$ cat config.mk
export PLATFORM = sky130hd
export DESIGN_NAME = serial_frame_responder_flat
export DESIGN_NICKNAME = d
export VERILOG_FILES = /design/src/rtl/serial_frame_responder_if.sv /design/src/rtl/serial_frame_responder.sv /design/src/flat_wrapper.sv
export SDC_FILE = /design/constraint.sdc
export NUM_CORES = 1
export LEC_CHECK = 0
export CAP_MARGIN = 20
export CORE_ASPECT_RATIO = 1.2
export CORE_UTILIZATION = 35
export DETAILED_ROUTE_END_ITERATION = 6
export PLACE_DENSITY = 0.51
export SYNTH_ARGS = -nofsm -noshare
export SYNTH_HDL_FRONTEND = slang
export SYNTH_SLANG_ARGS = --single-unit
$ cat constraint.sdc
create_clock -name clock -period 2.84 [get_ports clock]
set_input_delay 0.852 -clock clock [delete_from_list [all_inputs] [get_ports clock]]
set_output_delay 0.852 -clock clock [all_outputs]
set_load 0.02 [all_outputs]
$ cat src/rtl/serial_frame_responder_if.sv
`default_nettype none
// ============================================================================
// Module      : serial_frame_responder_if
// Description : Bundle of the serial link pins and the received-word status
//               of serial_frame_responder.
//               slave  - the responder side (drives word/status/reply pins)
//               master - the link partner / system side
// Signals     : serialClockIn, serialDataIn  incoming serial link
//               clearOverrun                 clears the sticky overrun flag
//               receiveData, receiveValid    last received word + update pulse
//               framingError                 partial frame discarded pulse
//               overrun                      sticky: frame arrived while busy
//               serialClockOut, serialDataOut reply serial link
//               replyBusy                    reply transmitter not idle
// Revision    : 1.0 - initial release
// ============================================================================
interface serial_frame_responder_if;
    logic        serialClockIn;
    logic        serialDataIn;
    logic        clearOverrun;
    logic [15:0] receiveData;
    logic        receiveValid;
    logic        framingError;
    logic        overrun;
    logic        serialClockOut;
    logic        serialDataOut;
    logic        replyBusy;

    modport slave (
        input  serialClockIn,
        input  serialDataIn,
        input  clearOverrun,
        output receiveData,
        output receiveValid,
        output framingError,
        output overrun,
        output serialClockOut,
        output serialDataOut,
        output replyBusy
    );

    modport master (
        output serialClockIn,
        output serialDataIn,
        output clearOverrun,
        input  receiveData,
        input  receiveValid,
        input  framingError,
        input  overrun,
        input  serialClockOut,
        input  serialDataOut,
        input  replyBusy
    );
endinterface
`default_nettype wire

$ cat src/rtl/serial_frame_responder.sv
`default_nettype none
// ============================================================================
// Module      : serial_frame_responder
// Description : Far end of the two-wire serial link. Receives 16-bit MSB-first
//               frames on an asynchronous serial clock, presents the word and
//               answers with (word ^ REPLY_XOR) on a self-clocked return link.
// Ports       : clock   - local clock, all logic on its rising edge
//               resetN  - synchronous reset, active-low
//               bus     - serial_frame_responder_if.slave (link pins + status)
// Revision    : 1.0 - initial release
// ============================================================================
module serial_frame_responder #(
    parameter int          CLK_DIV      = 4,
    parameter int          GAP_CYCLES   = 32,
    parameter int          IDLE_TIMEOUT = 64,
    parameter logic [15:0] REPLY_XOR    = 16'hFFFF
) (
    input  wire logic                 clock,
    input  wire logic                 resetN,
    serial_frame_responder_if.slave   bus
);

    localparam int CNT_MAX = (CLK_DIV > GAP_CYCLES) ? CLK_DIV : GAP_CYCLES;
    localparam int CNT_W   = $clog2(CNT_MAX + 1);
    localparam int IDLE_W  = $clog2(IDLE_TIMEOUT + 1);

    localparam logic [CNT_W-1:0]  DIV_LAST  = CNT_W'(CLK_DIV - 1);
    localparam logic [CNT_W-1:0]  GAP_LAST  = CNT_W'(GAP_CYCLES - 1);
    localparam logic [IDLE_W-1:0] IDLE_LAST = IDLE_W'(IDLE_TIMEOUT - 1);
    localparam logic [IDLE_W-1:0] IDLE_MAX  = IDLE_W'(IDLE_TIMEOUT);

    localparam logic [1:0] S_IDLE = 2'd0;
    localparam logic [1:0] S_LOW  = 2'd1;
    localparam logic [1:0] S_HIGH = 2'd2;
    localparam logic [1:0] S_GAP  = 2'd3;

    // Receive side
    logic [2:0]        sclk_sync_q, sclk_sync_d;
    logic [1:0]        sdat_sync_q, sdat_sync_d;
    logic [3:0]        bit_cnt_q,   bit_cnt_d;
    logic [14:0]       shift_q,     shift_d;
    logic [IDLE_W-1:0] idle_cnt_q,  idle_cnt_d;
    logic [15:0]       rx_data_q,   rx_data_d;
    logic              rx_valid_q,  rx_valid_d;
    logic              frame_err_q, frame_err_d;
    logic              overrun_q,   overrun_d;
    // Reply transmitter
    logic [1:0]        state_q,     state_d;
    logic [CNT_W-1:0]  cyc_q,       cyc_d;
    logic [3:0]        bit_idx_q,   bit_idx_d;
    logic [15:0]       reply_q,     reply_d;

    logic              edge_w;
    logic              bit_w;

    // Clock and data share the same synchroniser depth, so the data bit seen
    // alongside the detected edge is the one present at the pin edge.
    assign edge_w = sclk_sync_q[1] & ~sclk_sync_q[2];
    assign bit_w  = sdat_sync_q[1];

    always_comb begin
        sclk_sync_d = {sclk_sync_q[1:0], bus.serialClockIn};
        sdat_sync_d = {sdat_sync_q[0], bus.serialDataIn};
        bit_cnt_d   = bit_cnt_q;
        shift_d     = shift_q;
        idle_cnt_d  = idle_cnt_q;
        rx_data_d   = rx_data_q;
        rx_valid_d  = 1'b0;
        frame_err_d = 1'b0;
        overrun_d   = overrun_q;
        state_d     = state_q;
        cyc_d       = cyc_q;
        bit_idx_d   = bit_idx_q;
        reply_d     = reply_q;

        if (edge_w) begin
            idle_cnt_d = '0;
            if (bit_cnt_q == 4'd15) begin
                rx_data_d  = {shift_q, bit_w};
                rx_valid_d = 1'b1;
                bit_cnt_d  = 4'd0;
            end else begin
                shift_d   = {shift_q[13:0], bit_w};
                bit_cnt_d = bit_cnt_q + 4'd1;
            end
        end else if (idle_cnt_q != IDLE_MAX) begin
            idle_cnt_d = idle_cnt_q + 1'b1;
            // Fires only on the cycle the counter reaches the limit; an empty
            // frame counter means there is nothing to discard.
            if ((idle_cnt_q == IDLE_LAST) && (bit_cnt_q != 4'd0)) begin
                bit_cnt_d   = 4'd0;
                frame_err_d = 1'b1;
            end
        end

        // Setting has priority over clearing in the same cycle.
        if (rx_valid_q && (state_q != S_IDLE)) begin
            overrun_d = 1'b1;
        end else if (bus.clearOverrun) begin
            overrun_d = 1'b0;
        end

        case (state_q)
            S_IDLE: begin
                if (rx_valid_q) begin
                    reply_d   = rx_data_q ^ REPLY_XOR;
                    bit_idx_d = 4'd15;
                    cyc_d     = '0;
                    state_d   = S_LOW;
                end
            end
            S_LOW: begin
                if (cyc_q == DIV_LAST) begin
                    cyc_d   = '0;
                    state_d = S_HIGH;
                end else begin
                    cyc_d = cyc_q + 1'b1;
                end
            end
            S_HIGH: begin
                if (cyc_q == DIV_LAST) begin
                    cyc_d = '0;
                    if (bit_idx_q != 4'd0) begin
                        bit_idx_d = bit_idx_q - 4'd1;
                        state_d   = S_LOW;
                    end else begin
                        state_d = S_GAP;
                    end
                end else begin
                    cyc_d = cyc_q + 1'b1;
                end
            end
            default: begin
                if (cyc_q == GAP_LAST) begin
                    cyc_d   = '0;
                    state_d = S_IDLE;
                end else begin
                    cyc_d = cyc_q + 1'b1;
                end
            end
        endcase
    end

    always_ff @(posedge clock) begin
        if (!resetN) begin
            sclk_sync_q <= '0;
            sdat_sync_q <= '0;
            bit_cnt_q   <= '0;
            shift_q     <= '0;
            idle_cnt_q  <= '0;
            rx_data_q   <= '0;
            rx_valid_q  <= 1'b0;
            frame_err_q <= 1'b0;
            overrun_q   <= 1'b0;
            state_q     <= S_IDLE;
            cyc_q       <= '0;
            bit_idx_q   <= '0;
            reply_q     <= '0;
        end else begin
            sclk_sync_q <= sclk_sync_d;
            sdat_sync_q <= sdat_sync_d;
            bit_cnt_q   <= bit_cnt_d;
            shift_q     <= shift_d;
            idle_cnt_q  <= idle_cnt_d;
            rx_data_q   <= rx_data_d;
            rx_valid_q  <= rx_valid_d;
            frame_err_q <= frame_err_d;
            overrun_q   <= overrun_d;
            state_q     <= state_d;
            cyc_q       <= cyc_d;
            bit_idx_q   <= bit_idx_d;
            reply_q     <= reply_d;
        end
    end

    assign bus.receiveData    = rx_data_q;
    assign bus.receiveValid   = rx_valid_q;
    assign bus.framingError   = frame_err_q;
    assign bus.overrun        = overrun_q;
    assign bus.replyBusy      = (state_q != S_IDLE);
    assign bus.serialClockOut = (state_q == S_HIGH);
    // Bit index only moves on entry to LOW, so data is stable while clock high.
    assign bus.serialDataOut  = ((state_q == S_LOW) || (state_q == S_HIGH)) ? reply_q[bit_idx_q] : 1'b0;

endmodule
`default_nettype wire
$ cat src/flat_wrapper.sv
// flat-port wrapper written by rule: the top's interface ports become plain ports
module serial_frame_responder_flat 
#(
    parameter int          CLK_DIV      = 4,
    parameter int          GAP_CYCLES   = 32,
    parameter int          IDLE_TIMEOUT = 64,
    parameter logic [15:0] REPLY_XOR    = 16'hFFFF
)
  (clock, resetN, bus_serialClockIn, bus_serialDataIn, bus_clearOverrun, bus_receiveData, bus_receiveValid, bus_framingError, bus_overrun, bus_serialClockOut, bus_serialDataOut, bus_replyBusy);
  serial_frame_responder_if bus_i ();
  input  wire logic clock;
  input  wire logic resetN;
  input wire logic [$bits(bus_i.serialClockIn)-1:0] bus_serialClockIn;
  input wire logic [$bits(bus_i.serialDataIn)-1:0] bus_serialDataIn;
  input wire logic [$bits(bus_i.clearOverrun)-1:0] bus_clearOverrun;
  output wire logic [$bits(bus_i.receiveData)-1:0] bus_receiveData;
  output wire logic [$bits(bus_i.receiveValid)-1:0] bus_receiveValid;
  output wire logic [$bits(bus_i.framingError)-1:0] bus_framingError;
  output wire logic [$bits(bus_i.overrun)-1:0] bus_overrun;
  output wire logic [$bits(bus_i.serialClockOut)-1:0] bus_serialClockOut;
  output wire logic [$bits(bus_i.serialDataOut)-1:0] bus_serialDataOut;
  output wire logic [$bits(bus_i.replyBusy)-1:0] bus_replyBusy;
  assign bus_i.serialClockIn = bus_serialClockIn;
  assign bus_i.serialDataIn = bus_serialDataIn;
  assign bus_i.clearOverrun = bus_clearOverrun;
  assign bus_receiveData = bus_i.receiveData;
  assign bus_receiveValid = bus_i.receiveValid;
  assign bus_framingError = bus_i.framingError;
  assign bus_overrun = bus_i.overrun;
  assign bus_serialClockOut = bus_i.serialClockOut;
  assign bus_serialDataOut = bus_i.serialDataOut;
  assign bus_replyBusy = bus_i.replyBusy;
  serial_frame_responder #(.CLK_DIV(CLK_DIV), .GAP_CYCLES(GAP_CYCLES), .IDLE_TIMEOUT(IDLE_TIMEOUT), .REPLY_XOR(REPLY_XOR)) u_core (.clock(clock), .resetN(resetN), .bus(bus_i));
endmodule
---- Yosys cells after proc, flatten, opt, wreduce, memory -nomap -nowiden ----
Index checks and enable logic that the tools add are counted.
word-level totals
  output and inout port bits .............. 22
  input bits .............................. 5
  flip-flop bits (word level) ............. 78
  word-level logic and storage cells ...... 82
operators by class
  bitwise gates (word level) .............. 6
  reduce and logical (&&, ||, !) cells .... 22
  order comparisons ....................... 1
  $add $sub $neg .......................... 4
  eq/ne operators ......................... 11
  mux-type cells .......................... 25
operator list
  cell                 count
  $mux 4               7
  $mux 6               3
  $not 16->16          1
  $pmux 6 s2           1
  $reduce_bool 4->1    3
  $mux 2               5
  $reduce_and 2->1     5
  $reduce_bool 2->1    5
  $ne 2x1->1 const B   4
  $pmux 4 s2           1
  $reduce_and 4->1     2
  $add 7x1->7 const B  1
  $eq 7x6->1 const B   1
  $ne 7x7->1 const B   1
  $add 6x1->6 const B  1
  $eq 6x2->1 const B   1
  $eq 6x5->1 const B   1
  $mux 1               6
  $pmux 2 s3           1
  $lt 4x5->1 const B   1
  $add 4x1->4 const B  1
  $bmux 1 s4           1
  $eq 4x4->1 const B   1
  $not 1->1            4
  9 further kinds      11

---- Longest topological paths before layout ----
  word-level depth ........................ 5
  depth in mapped cells ................... 7
  depth with buffers taken out ............ 6

---- Worst setup path after synthesis ----
No wires, ideal clock.
  path type ............................... register to output
  start ................................... reg u_core.bit_idx_q[0]
  end ..................................... out bus_serialDataOut
  path buffers ............................ 1
  slack ................................... 0.688 ns
  cell stages (with the launch flop) ...... 5
  data required time ...................... 1.988 ns
  arrival time ............................ 1.300 ns
  path through ............................ dfxtp_1 > buf_6 > mux4_1 > o211ai_1 > a21boi_1
on the way
  longest elaborated chain between the ends .. 3
RTL lines
  element                       RTL line                       source
  start, declared               serial_frame_responder.sv:50   logic [3:0] bit_idx_q, bit_idx_d;
  start signal, assigned        serial_frame_responder.sv:171  bit_idx_q <= bit_idx_d;
  $bmux 1 s4                    serial_frame_responder.sv:183  assign bus.serialDataOut = ((state_q == S_LOW) || (state_q == S_HIGH)) ? reply_q[bit_idx_q] : 1'b0;
  $mux 1 (implied by the code)  serial_frame_responder.sv:183
  $mux 1                        serial_frame_responder.sv:183
  end, declared                 flat_wrapper.sv:21             output wire logic [$bits(bus_i.serialDataOut)-1:0] bus_serialDataOut;
Every way passes these cells. The select of a mux whose other input is x is not followed.

---- Worst setup path in the final report ----
Ends and elaborated chain as after synthesis.

==> implementation parameters <==
Parameter                              Value

CTS
  Clock-pin slew on the worst setup and hold paths ... 0.08 ns
  H-Tree Level Count ... 3
  TritonCTS Buffers ... 9
  Number of clock sinks seen by CTS ... 78
  Maximum clock path buffer count ... 2
  CTS tree ... yes
  Hold buffer count at cts ... 0
  Post-CTS setup buffers ... 0
  Clock network latency to the later pin of the worst-skew pair ... 0.36 ns
  CTS Root Cell ... sky130_fd_sc_hd__clkbuf_8

Route
  Post-route ant nets ... 0
  Via density per instance ... 4.87
  Number of detailed-routing iterations run before antenna repair ... 4
  Vias post-DR ... 2,630
  Drt first-iter violations ... 91
  Overall routed net length ... 6970 um
  Post-route DRC ... 0
  Average wire per cell in the routed design ... 12.9 um

Power and ir drop
  PwrDens ... 534 nW/um^2
  Cell leakage power ... 1.41 nW
  Max IR drop VDD ... 0.243 mV
  Tot Pwr ... 2.10 mW

Synthesis
  Top post-synthesis cells by count ... sky130_fd_sc_hd__nand2_1, sky130_fd_sc_hd__dfxtp_1, sky130_fd_sc_hd__a21oi_1
  Synth warn ... 0
  Count of mapped cells out of synthesis ... 393
  Number of different library cells in the post-synthesis netlist ... 53
  Cell taking the most area after synthesis ... sky130_fd_sc_hd__dfxtp_1
  Synthesized area per cell ... 8.59 um^2
  Number of synthesized flops with an enable pin ... 0
  Syn_nets ... 409
  Netlist area before placement ... 3370 um^2
  Area share of the largest cell type after synthesis ... 0.463
  Sequential area share after synthesis ... 0.463
  Post-synthesis async set-or-reset flop share ... 0
  Most frequently used cell type in the post-synthesis netlist ... sky130_fd_sc_hd__nand2_1
  Number of synthesized register bits ... 78
  Top cells by area, synth ... sky130_fd_sc_hd__dfxtp_1, sky130_fd_sc_hd__nand2_1, sky130_fd_sc_hd__a21oi_1
  Primary flip-flop cell chosen by synthesis mapping ... sky130_fd_sc_hd__dfxtp_1

Floorplanning
  Starting density of the core ... 0.366
  Number of I/O pins ... 27
  Die W ... 91.6 um
  Standard-cell row count ... 38
  Area of the core ... 9220 um^2
  Vertical die dimension ... 110 um
  Die ar. ... 10,000 um^2

Global route
  Congestion Overflow GR ... 0
  Met1 Usage GRT ... 0.186
  Initial antenna violation count ... 0
  Via count of the first global-routing pass ... 2,490
  Maximum number of pins on one net before global-route repair ... 36
  Fraction of met2 tracks used by global routing ... 0.250
  First-pass GRT wire length ... 11,700 um
  Met3 Usage GRT ... 0.0318
  Global-route total usage across every layer ... 0.152
  Layer with the highest usage after global routing ... met2

Worst setup path
  Required arrival time at the worst endpoint ... 1.99 ns
  Endpoint class of the critical path ... primary output
  Startpoint Class ... flop
  Crit path arrival time ... 1.91 ns
  Class of the most critical setup path ... reg -> out
  Critical path fanouts, max ... 3

Final layout
  Final Non-Filler Cells ... 540
  Number of diodes added for antenna fixing ... 0
  Final net count ... 431
  Layout area overhead ... 16.5%
  Share of layout cells above drive strength 1 ... 0.102

STA
  Maximum achievable frequency ... 362 MHz
  Relative slew margins ... 0.471
  Hold Worst Slack ... 0.442 ns
  Final Hold Fails ... 0
  Final worst clock skew ... 0.00801 ns
  Post-route setup slack ... 0.0784 ns
  Max-slew violation count ... 0
  Final setup TNS ... 0 ns
  Portion of the clock cycle consumed by the worst path in the final layout ... 0.972
  Count of final setup violators ... 0
  Minimum clock period after layout ... 2.76 ns
  Setup repair after global routing missed its margin ... false
  Worst-Margin Slew ... 0.791 ns

Status
  Status ... finished clean

Place
  Placer's final routability congestion estimate ... 0.751
  DP Cell Count ... 524
  Number of input and output port buffers inserted ... 26
  Placed wire-length estimate after detailed placement ... 4980 um
  Worst slack after detailed placement ... 0.209 ns

Flow run
  Max-cap violation count ... 0

Min path
  Path class of the lowest-slack min-delay path ... reg -> reg
-- layout by cell type (no fill, tap or decap), types with 2 or more instances in the layout --
master,Yosys,layout
sky130_fd_sc_hd__ha_1,11,11
sky130_fd_sc_hd__xor2_1,7,7
sky130_fd_sc_hd__clkbuf_8,0,10
sky130_fd_sc_hd__nand2_1,91,91
sky130_fd_sc_hd__bufinv_16,0,2
sky130_fd_sc_hd__buf_4,1,5
sky130_fd_sc_hd__o221ai_1,2,2
sky130_fd_sc_hd__xnor2_1,4,4
sky130_fd_sc_hd__o21ai_0,2,2
sky130_fd_sc_hd__nand2b_1,3,3
sky130_fd_sc_hd__a21oi_1,53,53
sky130_fd_sc_hd__dfxtp_1,78,78
sky130_fd_sc_hd__mux4_1,2,2
sky130_fd_sc_hd__nand4_1,4,4
sky130_fd_sc_hd__nor3_1,2,2
sky130_fd_sc_hd__and3_1,2,2
sky130_fd_sc_hd__and2_1,6,6
sky130_fd_sc_hd__nor3_2,2,2
sky130_fd_sc_hd__a21boi_0,2,2
sky130_fd_sc_hd__o211a_1,4,4
sky130_fd_sc_hd__nand3_1,14,14
sky130_fd_sc_hd__nor2_1,20,20
sky130_fd_sc_hd__mux2i_1,6,6
sky130_fd_sc_hd__clkdlybuf4s50_1,0,24
sky130_fd_sc_hd__and2b_1,3,3
sky130_fd_sc_hd__inv_1,11,11
sky130_fd_sc_hd__o211ai_1,4,4
sky130_fd_sc_hd__clkinvlp_4,0,3
sky130_fd_sc_hd__a31oi_1,2,2
sky130_fd_sc_hd__or2_2,15,15
-- worst paths after layout --
path                                    startpoint                               end  slack (ns)  depth (start not counted)
setup reg to reg    u_core.state_q[0]$_SDFFE_PN0P_   u_core.reply_q[12]$_SDFFE_PN0P_        0.94                          5
hold / removal    u_core.sclk_sync_q[0]$_SDFF_PN0_  u_core.sclk_sync_q[1]$_SDFF_PN0_        0.44                          1
hold reg to reg   u_core.sclk_sync_q[0]$_SDFF_PN0_  u_core.sclk_sync_q[1]$_SDFF_PN0_        0.44                          1
setup / recovery  u_core.bit_idx_q[0]$_SDFFE_PN0P_                 bus_serialDataOut        0.08                          4
-- where the power goes --
group	switching, mW	internal (mW)
clock network	0.420	0.519
logic	0.0358	0.0194
registers	0.00661	1.10
-- layer usage --
layer	up-vias	wire length, um
met4	0	134
met2	28	3370
met1	1228	3300
li1	1362	-
met5	-	0
met3	12	167
-- what timing repair did --
item,4_1_cts,5_1_grt
setup endpoints to repair,1,1
gates cloned,0,0
resized for setup,1,1
-- area by class of cell --
| cell class | count | area [um^2] |
|---|---|---|
| clock buffer | 11 | 141 |
| multi-input combinational | 283 | 1650 |
| clock inverter | 5 | 82.6 |
| sequential | 78 | 1560 |
| inverter | 12 | 45.0 |
| timing repair buffer | 31 | 299 |
| tap | 120 | 150 |
| fill | 969 | 5290 |
-- registers in the layout (all words and copies together) (netlist names) --
name / flops
u_core.bit_cnt_q: 4
u_core.bit_idx_q: 4
u_core.bus.framingError: 1
u_core.bus.overrun: 1
u_core.bus.receiveData: 16
u_core.bus.receiveValid: 1
u_core.cyc_q: 6
u_core.idle_cnt_q: 7
u_core.reply_q: 16
u_core.sclk_sync_q: 3
u_core.sdat_sync_q: 2
u_core.shift_q: 15
u_core.state_q: 2
-- worst max-delay path: stages (launching register included) --
cell and delay, ns:
sky130_fd_sc_hd__dfxtp_1 0.39, sky130_fd_sc_hd__mux4_1 0.59, sky130_fd_sc_hd__o211ai_1 0.17, sky130_fd_sc_hd__a21boi_1 0.08, sky130_fd_sc_hd__dlygate4sd2_1 0.32
-- per-stage QoR --
step                utilization  area [um^2]
floorplan                     -         3370
global placement          0.402         3710
detailed placement        0.402         3710
CTS                       0.426         3930
global route              0.426         3930
finish                    0.426         3930
-- cells by family (layout without fill, tap and decap cells) --
logic type      count (synthesis)  in the layout  synth area share
xor+xnor                       11             11            0.0285
simple gates                  172            172             0.242
buf+inv                        32             59            0.0475
compound gates                 81             81             0.145
flops                          78             78             0.463
fa+ha+maj                      11             11            0.0408
mux                             8              8            0.0334
Power figures use the tool's default switching activity.
